==> src/rtl/linear_layer_fifo_pkg.sv <==
// Shared definitions for the start-token / small-data SRL FIFO.
// The pointer type is a generous fixed-width signed integer; each FIFO
// instance narrows it to ADDR_WIDTH+1 bits and widens back for compares.
package linear_layer_fifo_pkg;

  localparam int PTR_MAX_W = 16;

  typedef logic signed [PTR_MAX_W-1:0] ptr_t;

  // All ones: truncating this to any pointer width still gives -1 (empty).
  localparam ptr_t PTR_EMPTY = '1;

  // Ceiling log2 for elaboration-time sizing checks.
  function automatic int clog2(input int value);
    int result;
    result = 0;
    for (int i = 0; i < 31; i++) begin
      if ((1 << i) < value) result = i + 1;
    end
    return result;
  endfunction

endpackage

==> src/rtl/linear_layer_start_fifo_srl_if.sv <==
// Producer/consumer handshake bundle of the SRL FIFO.
// The FIFO itself connects through the slave modport; whatever drives the
// write side and drains the read side uses the master modport.
interface linear_layer_start_fifo_srl_if #(
  parameter int DATA_WIDTH = 1
);
  logic                  if_full_n;
  logic                  if_write_ce;
  logic                  if_write;
  logic [DATA_WIDTH-1:0] if_din;
  logic                  if_empty_n;
  logic                  if_read_ce;
  logic                  if_read;
  logic [DATA_WIDTH-1:0] if_dout;

  modport slave (
    output if_full_n, if_empty_n, if_dout,
    input  if_write_ce, if_write, if_din, if_read_ce, if_read
  );

  modport master (
    input  if_full_n, if_empty_n, if_dout,
    output if_write_ce, if_write, if_din, if_read_ce, if_read
  );
endinterface

==> src/rtl/linear_layer_fifo_srl_store.sv <==
// Shift-register storage: each write pushes din into entry 0 and moves
// every entry up by one; reads are an addressed combinational mux.
// Contents are deliberately not reset so the array maps onto SRL primitives.
module linear_layer_fifo_srl_store #(
  parameter int DATA_WIDTH = 1,
  parameter int ADDR_WIDTH = 1,
  parameter int DEPTH      = 2
) (
  input  logic                  clk,
  input  logic                  we,
  input  logic [ADDR_WIDTH-1:0] addr,
  input  logic [DATA_WIDTH-1:0] din,
  output logic [DATA_WIDTH-1:0] dout
);

  logic [DATA_WIDTH-1:0] mem_q [DEPTH];

  // Shift the whole chain by one position on every accepted write.
  always_ff @(posedge clk) begin
    if (we) begin
      mem_q[0] <= din;
      for (int i = 1; i < DEPTH; i++) begin
        mem_q[i] <= mem_q[i-1];
      end
    end
  end

  // Addresses past DEPTH only occur while empty, where dout is don't-care.
  assign dout = (int'(addr) < DEPTH) ? mem_q[addr] : '0;

endmodule

==> src/rtl/linear_layer_start_fifo_srl.sv <==
// Start-token / small-data FIFO built on shift-register storage.
// Tracks occupancy with a signed pointer (-1 = empty, k = k+1 words) that
// always addresses the oldest word, and produces registered empty_n/full_n.
// Optional macro LINEAR_LAYER_FIFO_OUTPUT_REG_EN adds a one-entry output
// register after the SRL head (2-cycle first-word latency, capacity DEPTH+1).
module linear_layer_start_fifo_srl
  import linear_layer_fifo_pkg::*;
#(
  parameter int DATA_WIDTH = 1,
  parameter int ADDR_WIDTH = 1,
  parameter int DEPTH      = 2
) (
  input logic                     clk,
  input logic                     ap_rst_n,
  linear_layer_start_fifo_srl_if.slave fifo
);

  typedef logic signed [ADDR_WIDTH:0] ptr_w_t;

  localparam ptr_w_t PTR_RESET   = ptr_w_t'(PTR_EMPTY);
  // For DEPTH == 1 this is -1, so the full transition fires from empty.
  localparam ptr_t   PTR_FULL_AT = ptr_t'(DEPTH - 2);
  localparam ptr_t   PTR_LAST    = ptr_t'(0);

  if ((DEPTH < 1) || (clog2(DEPTH) > ADDR_WIDTH)) begin : g_bad_depth
    $error("DEPTH must be >= 1 and fit in ADDR_WIDTH address bits");
  end

  ptr_w_t                out_ptr_q;
  logic                  srl_empty_n_q;
  logic                  srl_full_n_q;
  logic                  wr_acc;
  logic                  rd_acc;
  logic                  srl_pop;
  logic [DATA_WIDTH-1:0] srl_head;

  assign wr_acc = fifo.if_write & fifo.if_write_ce & srl_full_n_q;
  assign rd_acc = fifo.if_read & fifo.if_read_ce & fifo.if_empty_n;

`ifdef LINEAR_LAYER_FIFO_OUTPUT_REG_EN
  logic                  out_vld_q;
  logic [DATA_WIDTH-1:0] out_data_q;

  // The SRL head moves into the output register whenever that register is
  // free or being drained this cycle.
  assign srl_pop = srl_empty_n_q & (~out_vld_q | rd_acc);

  // Output register valid bit: loading wins over draining.
  always_ff @(posedge clk) begin
    if (!ap_rst_n) begin
      out_vld_q <= 1'b0;
    end else if (srl_pop) begin
      out_vld_q <= 1'b1;
    end else if (rd_acc) begin
      out_vld_q <= 1'b0;
    end
  end

  // Output register data, not reset: only meaningful while out_vld_q is set.
  always_ff @(posedge clk) begin
    if (srl_pop) out_data_q <= srl_head;
  end

  assign fifo.if_dout    = out_data_q;
  assign fifo.if_empty_n = out_vld_q;
`else
  assign srl_pop         = rd_acc;
  assign fifo.if_dout    = srl_head;
  assign fifo.if_empty_n = srl_empty_n_q;
`endif

  assign fifo.if_full_n = srl_full_n_q;

  // Occupancy pointer and flags move together; push+pop leaves them as is.
  always_ff @(posedge clk) begin
    if (!ap_rst_n) begin
      out_ptr_q     <= PTR_RESET;
      srl_empty_n_q <= 1'b0;
      srl_full_n_q  <= 1'b1;
    end else begin
      case ({wr_acc, srl_pop})
        2'b10: begin
          out_ptr_q     <= out_ptr_q + ptr_w_t'(1);
          srl_empty_n_q <= 1'b1;
          if (ptr_t'(out_ptr_q) == PTR_FULL_AT) srl_full_n_q <= 1'b0;
        end
        2'b01: begin
          out_ptr_q    <= out_ptr_q - ptr_w_t'(1);
          srl_full_n_q <= 1'b1;
          if (ptr_t'(out_ptr_q) == PTR_LAST) srl_empty_n_q <= 1'b0;
        end
        default: ;
      endcase
    end
  end

  linear_layer_fifo_srl_store #(
    .DATA_WIDTH (DATA_WIDTH),
    .ADDR_WIDTH (ADDR_WIDTH),
    .DEPTH      (DEPTH)
  ) u_store (
    .clk  (clk),
    .we   (wr_acc),
    .addr (out_ptr_q[ADDR_WIDTH-1:0]),
    .din  (fifo.if_din),
    .dout (srl_head)
  );

endmodule

==> src/flat_wrapper.sv <==
// flat-port wrapper written by rule: the top's interface ports become plain ports
module linear_layer_start_fifo_srl_flat import linear_layer_fifo_pkg::*;
#(
  parameter int DATA_WIDTH = 1,
  parameter int ADDR_WIDTH = 1,
  parameter int DEPTH      = 2
)
  (clk, ap_rst_n, fifo_if_full_n, fifo_if_empty_n, fifo_if_dout, fifo_if_write_ce, fifo_if_write, fifo_if_din, fifo_if_read_ce, fifo_if_read);
  linear_layer_start_fifo_srl_if #(.DATA_WIDTH(DATA_WIDTH)) fifo_i ();
  input logic clk;
  input logic ap_rst_n;
  output wire logic [$bits(fifo_i.if_full_n)-1:0] fifo_if_full_n;
  output wire logic [$bits(fifo_i.if_empty_n)-1:0] fifo_if_empty_n;
  output wire logic [$bits(fifo_i.if_dout)-1:0] fifo_if_dout;
  input wire logic [$bits(fifo_i.if_write_ce)-1:0] fifo_if_write_ce;
  input wire logic [$bits(fifo_i.if_write)-1:0] fifo_if_write;
  input wire logic [$bits(fifo_i.if_din)-1:0] fifo_if_din;
  input wire logic [$bits(fifo_i.if_read_ce)-1:0] fifo_if_read_ce;
  input wire logic [$bits(fifo_i.if_read)-1:0] fifo_if_read;
  assign fifo_if_full_n = fifo_i.if_full_n;
  assign fifo_if_empty_n = fifo_i.if_empty_n;
  assign fifo_if_dout = fifo_i.if_dout;
  assign fifo_i.if_write_ce = fifo_if_write_ce;
  assign fifo_i.if_write = fifo_if_write;
  assign fifo_i.if_din = fifo_if_din;
  assign fifo_i.if_read_ce = fifo_if_read_ce;
  assign fifo_i.if_read = fifo_if_read;
  linear_layer_start_fifo_srl #(.DATA_WIDTH(DATA_WIDTH), .ADDR_WIDTH(ADDR_WIDTH), .DEPTH(DEPTH)) u_core (.clk(clk), .ap_rst_n(ap_rst_n), .fifo(fifo_i));
endmodule
==> config.mk <==
export PLATFORM = sky130hd
export DESIGN_NAME = linear_layer_start_fifo_srl_flat
export DESIGN_NICKNAME = d
export VERILOG_FILES = /design/src/rtl/linear_layer_fifo_pkg.sv /design/src/rtl/linear_layer_start_fifo_srl_if.sv /design/src/rtl/linear_layer_fifo_srl_store.sv /design/src/rtl/linear_layer_start_fifo_srl.sv /design/src/flat_wrapper.sv
export SDC_FILE = /design/constraint.sdc
export NUM_CORES = 1
export LEC_CHECK = 0
export BUFFER_PORTS_ARGS = -buffer_cell sky130_fd_sc_hd__buf_2
export CAP_MARGIN = 30
export CORE_AREA = 3 3 40 42
export DETAILED_ROUTE_END_ITERATION = 12
export DIE_AREA = 0 0 43 45
export GPL_ROUTABILITY_DRIVEN = 0
export HOLD_SLACK_MARGIN = 0.15
export SLEW_MARGIN = 5
export SYNTH_ARGS = -nofsm -noshare
export SYNTH_HDL_FRONTEND = slang
export SYNTH_SLANG_ARGS = --single-unit
==> constraint.sdc <==
create_clock -name clk -period 3.4 [get_ports clk]
set_input_delay 0.34 -clock clk [delete_from_list [all_inputs] [get_ports clk]]
set_output_delay 0.34 -clock clk [all_outputs]
set_load 0.02 [all_outputs]
* Word-level counts from Yosys, hierarchy flattened
Memories as Yosys holds them, arrays and structs flattened. A register that Yosys moved wholly into a read port is not among the register bits.
Index checks and enable logic that the tools add are counted.
** Storage, ports and cells
- Flip-flop bits (word level) :: 4
- Bits in writable memories :: 2
- Output and inout bits :: 3
- Memories :: 1
** Cells by class
- Add/subtract/negate cells :: 2
- Equality and inequality tests :: 4
- Multiplexer cells :: 8
- Bitwise operators :: 4
- Reduce and logical (&&, ||, !) cells :: 4
** Memory list
- u_core.u_store.mem_q :: depth 2, width 1, rd ports 2, clocked after memory_dff 1, wr ports 2, line linear_layer_fifo_srl_store.sv:16 : logic [DATA_WIDTH-1:0] mem_q [DEPTH];
** Operators by type and width (number)
- zero test 16 bit :: 1
- two-way mux 1 bit :: 5
- bitwise AND 1 bit :: 4
- != test 2 x 1 -> 1 bit, second input constant :: 2
- case mux 1 bit (2 select lines) :: 2
- case mux 2 bit (2 select lines) :: 1
- AND reduction 2 bit :: 2
- adder 2 bit, second input constant :: 1
- == test 2 x 1 -> 1 bit, second input constant :: 1
- == test 2 bit, second input constant :: 1
- nonzero test 2 bit :: 1
- subtractor 2 bit, second input constant :: 1

* Longest topological paths before layout
Gate-level depths: netlist of the first run.
- Depth after elaboration :: 6
- Gate-level depth with buffers :: 6
- Mapped depth without buffers :: 6

* By module
From an unflattened synthesis of the first run, not the netlist that was laid out.
** Unflattened totals
- Cells, all modules :: 28
- Area total of the unflattened synthesis :: 299.0 um2
** Modules (own cells, without submodules)
- linear_layer_start_fifo_srl :: times used 1, cells an instance 25, area an instance 224.0 um2
- linear_layer_fifo_srl_store :: times used 1, cells an instance 3, area an instance 75.1 um2

* Least setup slack after synthesis of the first run
No wires, ideal clock.
- Kind :: register to register
- Start point :: register u_core.srl_full_n_q (netlist: u_core.fifo.if_full_n)
- End point :: register u_core.out_ptr_q[1]
- Library setup time :: 0.062 ns
- Arrival :: 1.366 ns
- Required time :: 3.338 ns
- Path slack :: 1.972 ns
- Cell stages (with the launch flop) :: 5
- Path buffers :: 0
- Period minus slack after synthesis :: 1.428 ns
- Cell sequence :: dfxtp_1 nand3_1 ha_1 or3_1 nand3_1
** On the way
- Cells in the longest elaborated chain, start to end :: 3
** RTL lines
- from (decl) :: line linear_layer_start_fifo_srl.sv:31 : logic srl_full_n_q;
- from (signal assigned) :: line linear_layer_start_fifo_srl.sv:79 : srl_full_n_q <= 1'b1;
- from (signal assigned) :: line linear_layer_start_fifo_srl.sv:85 : if (ptr_t'(out_ptr_q) == PTR_FULL_AT) srl_full_n_q <= 1'b0;
- from (signal assigned) :: line linear_layer_start_fifo_srl.sv:89 : srl_full_n_q <= 1'b1;
- bitwise AND 1 bit * :: line linear_layer_start_fifo_srl.sv:37 : assign wr_acc = fifo.if_write & fifo.if_write_ce & srl_full_n_q;
- == test 2 x 1 -> 1 bit or == test 2 bit (tied branches) :: line linear_layer_start_fifo_srl.sv:81 : case ({wr_acc, srl_pop})
- case mux 2 bit (2 select lines) or nonzero test 2 bit (tied branches)
- to (signal assigned) :: line linear_layer_start_fifo_srl.sv:83 : out_ptr_q <= out_ptr_q + ptr_w_t'(1);
- to (signal assigned) :: line linear_layer_start_fifo_srl.sv:88 : out_ptr_q <= out_ptr_q - ptr_w_t'(1);
- to (decl) :: line linear_layer_start_fifo_srl.sv:29 : ptr_w_t out_ptr_q;
Every way passes the cells marked *; elsewhere a longest branch is shown, timed or not.
A chain may end at the register's enable or synchronous reset.

* Worst setup path in the final report of the first run
- Start point :: register u_core.srl_full_n_q (netlist: u_core.fifo.if_full_n)
- End point :: register u_core.srl_full_n_q (netlist: u_core.fifo.if_full_n)
** On the way
- Cells in the longest elaborated chain, start to end :: 4
** RTL lines
- bitwise AND 1 bit * :: line linear_layer_start_fifo_srl.sv:37
- named net u_core.u_store.we :: line linear_layer_fifo_srl_store.sv:10 : input logic we,
- == test 2 bit or == test 2 x 1 -> 1 bit (tied branches) :: line linear_layer_start_fifo_srl.sv:81
- != test 2 x 1 -> 1 bit (no source line) or nonzero test 2 bit (tied branches)
- AND reduction 2 bit (no source line)
Mark *: on every way through the listed nets, which the timed path passes. The rest lies on a longest branch.

==> results.tsv, run 1 <==
metric	value	unit
status	completed	
gr-usage-all-layers	0.0778	
p_leak	0.183	nW
grt_pass1_wl	1000	um
worst_pin_slew	0.224	ns
hold_path_depth	1	
synth_warnings	0	
worst_ep_required_time	3.54	ns
max_freq	686	MHz
num_vias	249	
power-per-cell-area	482	nW/um^2
numCtsBuffers	3	
synth_seq_cells	7	
initial_utilization	0.248	
ioPinCount	10	
cts_resized	0	
drtIter0Drc	2	
dp_hpwl	481	um
pre_cts_ws	1.94	ns
diodes	0	
grt_max_degree	6	
routed_wl	630	um
critPathCaptureType	register	
cap_violations	0	
cts_buffer_depth	2	
slew_headroom	0.850	
grt_pass1_vias	254	
final_hold_viol_count	0	
layout-drive-gt1-share	0.302	
postCtsHoldBufs	0	
clkLatencyLatePin	0.25	ns
whs_endpoint	u_core.u_store.mem_q[0]	
rsz0062_at_grt	false	
setup_viol	0	
dp.cells	54	
finalNetCount	54	
r2r-end	u_core.fifo.if_full_n	
drtAntennaViolNets	0	
drt_pass1_iterations	2	
stdcell_count	58	
wl_per_cell	10.9	um
port_buffers	9	
reg2reg_slack	1.94	ns
h-tree-depth	1	
worstPathMaxFanout	3	
clock_sinks	7	
netlist_instances	30	
fp.dieW	43	um
finalPower	197	uW
antenna_found_initial	0	
crit_type	reg2reg	
fin_skew	0.00517	ns
syn_avg_cell_area	10.6	um^2
clk_pin_slew	0.06	ns
vias_per_cell	4.29	
setup_ws	1.94	ns
hold_path_startpoint	fifo_if_din	
synth_fp_nets	40	
min_path_type	in2reg	
core-area	1280	um^2
crit_arrival	1.59	ns
die_area	1940	um^2
start_kind	register	
tns	0	ns
rows	13	
synth_cell_type_count	15	
post_cts_buffers	0	
syn_to_final_growth	28.2	%
grt-ovfl-total	0	
drc	0	
final.period_utilization	0.429	
drv_slew	0	
reg2reg_from	u_core.fifo.if_full_n	
finalCriticalPeriod	1.46	ns
die_y	45	um
ir_drop	117	uV
cts_tree	done	
netlist_area	319	um^2
seq_area_frac_synth	0.502	
r2r_cells	6	
root_buffer	clkbuf_4	
report_power, final:
| group | switching, mW | internal, mW |
|---|---|---|
| logic | 0.0121 | 0.0117 |
| registers | 0.00532 | 0.0923 |
| clock network | 0.0310 | 0.0448 |
| total | 0.0485 | 0.149 |
final cells by class:
type | count | area (um^2)
Inverter | 2 | 7.51
Timing Repair Buffer | 9 | 45.0
Tap cell | 15 | 18.8
Multi-Input combinational cell | 21 | 151
Fill cell | 141 | 876
Clock buffer | 4 | 26.3
Sequential cell | 7 | 160
worst max path at each step:
stage	from	to	slack (ns)	cells after the start
2_1_floorplan	u_core.fifo.if_full_n	u_core.out_ptr_q[1]	1.97	4
3_3_place_gp	fifo_if_read_ce	u_core.out_ptr_q[1]	1.96	6
3_5_place_dp	fifo_if_write	u_core.fifo.if_full_n	1.94	7
4_1_cts	u_core.fifo.if_full_n	u_core.fifo.if_full_n	1.92	6
5_1_grt	u_core.fifo.if_full_n	u_core.fifo.if_full_n	1.79	6
6_report	u_core.fifo.if_full_n	u_core.fifo.if_full_n	1.94	6
worst max-delay path: stages (launching register included):
cell	delay, ns
dfxtp_1	0.35
nand3_1	0.12
inv_1	0.14
ha_1	0.17
nor2b_1	0.23
nor3b_1	0.23
o21ai_0	0.11
through the flow:
stage,utilization,hold slack [ns],cell area (um^2)
finish,0.318,0.262,409
detailed placement,0.298,0.474,383
floorplan,-,0.402,319
global placement,0.298,0.442,383
CTS,0.318,0.254,409
global route,0.318,0.256,409
layout by cell type (no fill, tap or decap):
master and instances:
nor2b_1 1, xor2_1 1, dfxtp_1 5, o21ai_0 4
o311a_1 1, clkbuf_4 3, mux2_2 1, clkbuf_1 1
inv_1 2, nand2_1 2, nor3b_1 2, or3_1 1
edfxtp_1 2, nand3_1 3, buf_2 9, ha_1 3
xnor2_1 1, a21oi_1 1
metal layers:
layer / vias up / part of all wire / GRT usage
li1: 133 / - / -
met4: 0 / 0 / 0.0723
met2: 8 / 0.51 / 0.126
met5: - / 0 / 0
met1: 108 / 0.42 / 0.0733
met3: 0 / 0.073 / 0.0359
synth_stat cells, drive strengths merged:
cell type,count,share of area
nor2b,1,0.020
o21ai,4,0.063
o311a,1,0.031
xor2,1,0.027
ha,3,0.12
a21oi,1,0.016
nor3b,2,0.047
xnor2,1,0.027
edfxtp,2,0.19
or3,1,0.020
nand2,2,0.024
inv,2,0.024
mux2,1,0.035
dfxtp,5,0.31
nand3,3,0.047
cells by family after synthesis:
group / count (synthesis) / share of synthesized area
simple gates: 9 / 0.157
flops: 7 / 0.502
compound gates: 6 / 0.110
fa+ha+maj: 3 / 0.118
xor+xnor: 2 / 0.0549
buf+inv: 2 / 0.0235
mux: 1 / 0.0353
Power figures use the tool's default switching activity.
==> run 2: changes to the inputs <==
==> constraint.sdc (replaced) <==
create_clock -name clk -period 1.25 [get_ports clk]
set_input_delay 0.125 -clock clk [delete_from_list [all_inputs] [get_ports clk]]
set_output_delay 0.125 -clock clk [all_outputs]
set_load 0.02 [all_outputs]
==> run 2 against run 1 <==
Compared with the run above: global-route usage down 1.0 points; cell area up 31%; sequential share of layout area down 8.0 points; sequential power rose to 2.7 times the previous value; non-clock buffer count up 5; die area unchanged; clock power rose to 2.7 times the previous value; highest routed layer unchanged; combinational power rose to 3.9 times the previous value; largest power group unchanged.
==> results.tsv, run 2 (same netlist as run 1, synthesis figures left out) <==
metric	value	unit	change
status	completed		
rows	13		unchanged
cpPeakStageDelay	0.35	ns	about the same
design_area	538	um^2	+31%
place_area	423	um^2	+10%
worst_pin_slew	0.267	ns	+0.0422 ns
numCtsBuffers	3		unchanged
final_common_cell	buf_2		
grt_pass1_vias	232		-8.7%
root_buffer	clkbuf_4		
fp.dieW	43	um	unchanged
setup_ws	0.0233	ns	-1.92 ns
max_freq	815	MHz	+19%
h-tree-depth	1		unchanged
critPathSlowestCell	dfxtp_4		
slew_headroom	0.822		-0.0281
final_hold_viol_count	0		unchanged
wl_per_cell	10.0	um	-7.8%
core-area	1280	um^2	unchanged
finalPower	563	uW	+190%
finalNetCount	59		+9.3%
routed_wl	631	um	+0.16%
crit_type	reg2reg		
worstPathMaxFanout	3		unchanged
drv_slew	0		unchanged
pre_cts_ws	-0.0186	ns	-1.95 ns
wirelength_met1	283	um	+8.0%
drtIter0Drc	0		-2
final.period_utilization	0.981		+0.552
utilization	0.419		+0.100
stdcell_count	63		+8.6%
top_layer_used	met3		
dp.cells	57		+5.6%
ioPinCount	10		unchanged
drc	0		unchanged
grt-ovfl-total	0		unchanged
ir_drop	707	uV	+510%
drt_pass1_iterations	1		-1
initial_utilization	0.248		unchanged
die_area	1940	um^2	unchanged
grt_max_degree	6		unchanged
setup_viol	0		unchanged
cp_top_family	simple AND/OR/NAND/NOR gates		
antenna_found_initial	0		unchanged
min_path_type	in2reg		
crit_arrival	1.41	ns	-0.18 ns
die_y	45	um	unchanged
worst_ep_required_time	1.44	ns	-2.10 ns
num_vias	276		+11%
post_cts_buffers	0		unchanged
power-per-cell-area	1050	nW/um^2	+120%
layout_common_cells	buf_2 (9), o21ai_0 (3), dfxtp_1 (3), clkbuf_4 (3), buf_4 (3)		
vias_per_cell	4.38		+2.0%
rsz0062_at_grt	true		
wl_met3	66	um	+43%
clock_sinks	7		unchanged
clkLatencyLatePin	0.25	ns	about the same
path_cells	nand3_4 -> ha_4 -> xnor2_1 -> or3_1 -> nand3_1		
met2WireLength	281	um	-12%
p_leak	0.221	nW	+21%
gr-usage-all-layers	0.0677		-0.0101
critPathBufInv	0		-1
layout-drive-gt1-share	0.583		+0.281
fin_skew	0.00467	ns	-0.000498 ns
port_buffers	9		unchanged
cts_tree	done		
start_kind	register		
cap_violations	0		unchanged
fillers	121		-14%
drtAntennaViolNets	0		unchanged
dp_hpwl	443	um	-8.0%
syn_to_final_growth	68.6	%	
diodes	0		unchanged
critPathCaptureType	register		
grt_pass1_wl	890	um	-11%
finalCriticalPeriod	1.23	ns	-0.232 ns
clk_pin_slew	0.05	ns	about the same
cts_buffer_depth	2		unchanged
## run 2: tightest hold or removal path, stage by stage
cell and delay [ns]:
buf_2 0.10, nand3_4 0.10, inv_2 0.07, buf_4 0.11
## run 2: final timing paths
check / cells after the start / endpoint / slack, ns / startpoint
setup reg to reg: 5 / u_core.out_ptr_q[1] / 0.02 / u_core.fifo.if_full_n
setup / recovery: 5 / u_core.out_ptr_q[1] / 0.02 / u_core.fifo.if_full_n
hold / removal: 4 / u_core.u_store.mem_q[1] / 0.38 / fifo_if_write_ce
hold reg to reg: 0 / u_core.u_store.mem_q[1] / 0.46 / u_core.u_store.mem_q[0]
## run 2: area by class of cell
class	count	area (um^2)	area share
Inverter	2	10.0	0.0186
Timing Repair Buffer	14	87.6	0.163
Tap cell	15	18.8	0.0349
Clock buffer	4	26.3	0.0488
Multi-Input combinational cell	21	228	0.423
Sequential cell	7	168	0.312
## run 2: metrics by stage
step | hold WS [ns] | TNS [ns]
after detailed placement | 0.307 | -0.0335
final | 0.377 | 0
after floorplan | 0.187 | 0
after global routing | 0.384 | -0.0751
after CTS | 0.346 | -0.0405
after global placement | 0.306 | -0.0193
## run 2: routing by layer
layer  global-route usage  vias up
met4               0.0181        0
met3               0.0717        0
met5                    0        -
met2               0.0838       12
li1                     -      143
met1               0.0780      121
## run 2: what timing repair did
item	in CTS	in global routing
endpoints found under the hold margin	6	0
pin swaps	0	2
gates resized for setup	3	13
hold buffers	2	0
endpoints found under the setup margin	3	3
## run 2: where the power goes
part	total (mW)	internal, mW	switching (mW)	leakage (nW)
registers	0.268	0.249	0.0188	0.0605
logic	0.0935	0.0501	0.0433	0.145
clock network	0.202	0.122	0.0802	0.0150
==> run 3: changes to the inputs <==
--- a/config.mk
+++ b/config.mk
@@ -5,6 +5,7 @@
 export SDC_FILE = /design/constraint.sdc
 export NUM_CORES = 1
 export LEC_CHECK = 0
+export ABC_CLOCK_PERIOD_IN_PS = 1250
 export BUFFER_PORTS_ARGS = -buffer_cell sky130_fd_sc_hd__buf_2
 export CAP_MARGIN = 30
 export CORE_AREA = 3 3 40 42
@@ -12,6 +13,7 @@
 export DIE_AREA = 0 0 43 45
 export GPL_ROUTABILITY_DRIVEN = 0
 export HOLD_SLACK_MARGIN = 0.15
+export SETUP_SLACK_MARGIN = 0.3
 export SLEW_MARGIN = 5
 export SYNTH_ARGS = -nofsm -noshare
 export SYNTH_HDL_FRONTEND = slang
==> run 3 against run 2 <==
Compared with the run above: critical path depth rose by 1; largest cell class unchanged; via count rose by 1.8%; die area did not move; clock skew fell by 0.0038 ns; flip-flop and latch count did not move; setup slack improved by 0.010 ns; cell area rose by 11%; combinational power rose by 25%; sequential share of layout area fell by 3.1 points.
==> results.tsv, run 3 (same netlist as run 1, synthesis figures left out) <==
metric	value	unit	change
finalCriticalPeriod	1.22	ns	-0.0101 ns
diodes	0		unchanged
layout-drive-gt1-share	0.640		+0.0567
rows	13		unchanged
crit_arrival	1.41	ns	about the same
status	completed		
cts_buffer_depth	2		unchanged
drt_pass1_iterations	2		+1
numCtsBuffers	3		unchanged
clkLatencyLatePin	0.25	ns	about the same
vias_per_cell	4.32		-1.3%
core-area	1280	um^2	unchanged
antenna_found_initial	0		unchanged
grt-ovfl-total	0		unchanged
clock_sinks	7		unchanged
drtIter0Drc	2		+2
root_buffer	clkbuf_4		
fillers	132		+9.1%
p_leak	0.248	nW	+13%
cap_violations	0		unchanged
final_common_cell	buf_2		
dp.cells	55		-3.5%
ir_drop	549	uV	-22%
drv_slew	0		unchanged
utilization	0.464		+0.0458
port_buffers	9		unchanged
h-tree-depth	1		unchanged
start_kind	register		
drc	0		unchanged
stdcell_count	65		+3.2%
reg2reg_slack	0.03	ns	about the same
gr-usage-all-layers	0.0878		+0.0201
clk_pin_slew	0.05	ns	about the same
layout_common_cells	buf_2 (6), buf_4 (5)		
worst_pin_slew	0.379	ns	+0.112 ns
fp.dieW	43	um	unchanged
initial_utilization	0.248		unchanged
slew_headroom	0.747		-0.0748
grt_pass1_vias	275		+19%
die_area	1940	um^2	unchanged
grt_pass1_wl	1180	um	+32%
worstPathMaxFanout	2		-1
fin_skew	0.000841	ns	-0.00383 ns
worst_ep_required_time	1.44	ns	about the same
final.period_utilization	0.973		-0.00812
power-per-cell-area	989	nW/um^2	-5.5%
finalNetCount	61		+3.4%
wl_per_cell	11.5	um	+15%
setup_viol	0		unchanged
die_y	45	um	unchanged
routed_wl	746	um	+18%
grt_max_degree	6		unchanged
crit_type	reg2reg		
finalPower	591	uW	+4.9%
syn_to_final_growth	87.1	%	
ioPinCount	10		unchanged
cts_tree	done		
final_hold_viol_count	0		unchanged
min_path_type	in2reg		
drtAntennaViolNets	0		unchanged
num_vias	281		+1.8%
dp_hpwl	540	um	+22%
rsz0062_at_grt	true		
max_freq	822	MHz	+0.83%
critPathCaptureType	register		
==> run 3: final timing paths <==
kind,startpoint,end,depth (start not counted)
worst min register to register,u_core.u_store.mem_q[0],u_core.u_store.mem_q[1],1
worst max register to register,u_core.fifo.if_empty_n,u_core.out_ptr_q[1],6
worst max-delay path,u_core.fifo.if_empty_n,u_core.out_ptr_q[1],6
worst min-delay path,fifo_if_write_ce,register,5
==> run 3: stage by stage <==
| stage | hold WS [ns] | setup TNS [ns] | setup WS [ns] | instance area (um^2) |
|---|---|---|---|---|
| 6_report | 0.390 | 0 | 0.0334 | 597 |
| 5_1_grt | 0.396 | -0.00238 | -0.00238 | 597 |
| 3_3_place_gp | 0.305 | 0 | 0.0415 | 480 |
| 2_1_floorplan | 0.194 | 0 | 0.0323 | 409 |
| 4_1_cts | 0.387 | 0 | 0.0468 | 563 |
| 3_5_place_dp | 0.304 | 0 | 0.0335 | 480 |
==> run 3: critical path, stage by stage, from the launching register on <==
cell and delay, ns:
dfxtp_4 0.34, nand3_4 0.08, inv_4 0.05, ha_4 0.16
xnor2_2 0.13, or3_1 0.32, nand3_1 0.07
==> run 3: layout make-up <==
| cell class | instances | area, um^2 | area share |
|---|---|---|---|
| clock buffers | 4 | 26.3 | 0.0440 |
| inverters | 2 | 10.0 | 0.0168 |
| multi-input cells | 21 | 253 | 0.423 |
| well taps | 15 | 18.8 | 0.0314 |
| flip-flops and latches | 7 | 168 | 0.281 |
| repair buffers | 16 | 121 | 0.203 |
==> run 3: power breakdown <==
part | switching (mW) | total, mW | internal, mW
combinational | 0.0499 | 0.117 | 0.0668
clock | 0.0802 | 0.202 | 0.122
sequential | 0.0231 | 0.272 | 0.249
total | 0.153 | 0.591 | 0.437
==> run 3: what timing repair did <==
action | in CTS | in global routing
hold buffers | 2 | 0
gates resized for setup | 3 | 8
setup endpoints to repair | 8 | 10
setup buffers | 4 | 0
hold endpoints to repair | 6 | 0
pin swaps | 5 | 1
==> run 3: per-layer routing <==
layer	vias up	wire length (um)	track usage
li1	146	-	-
met1	125	291	0.0902
met2	10	380	0.147
met3	0	74	0.0637
met4	0	0	0.0181
met5	-	0	0
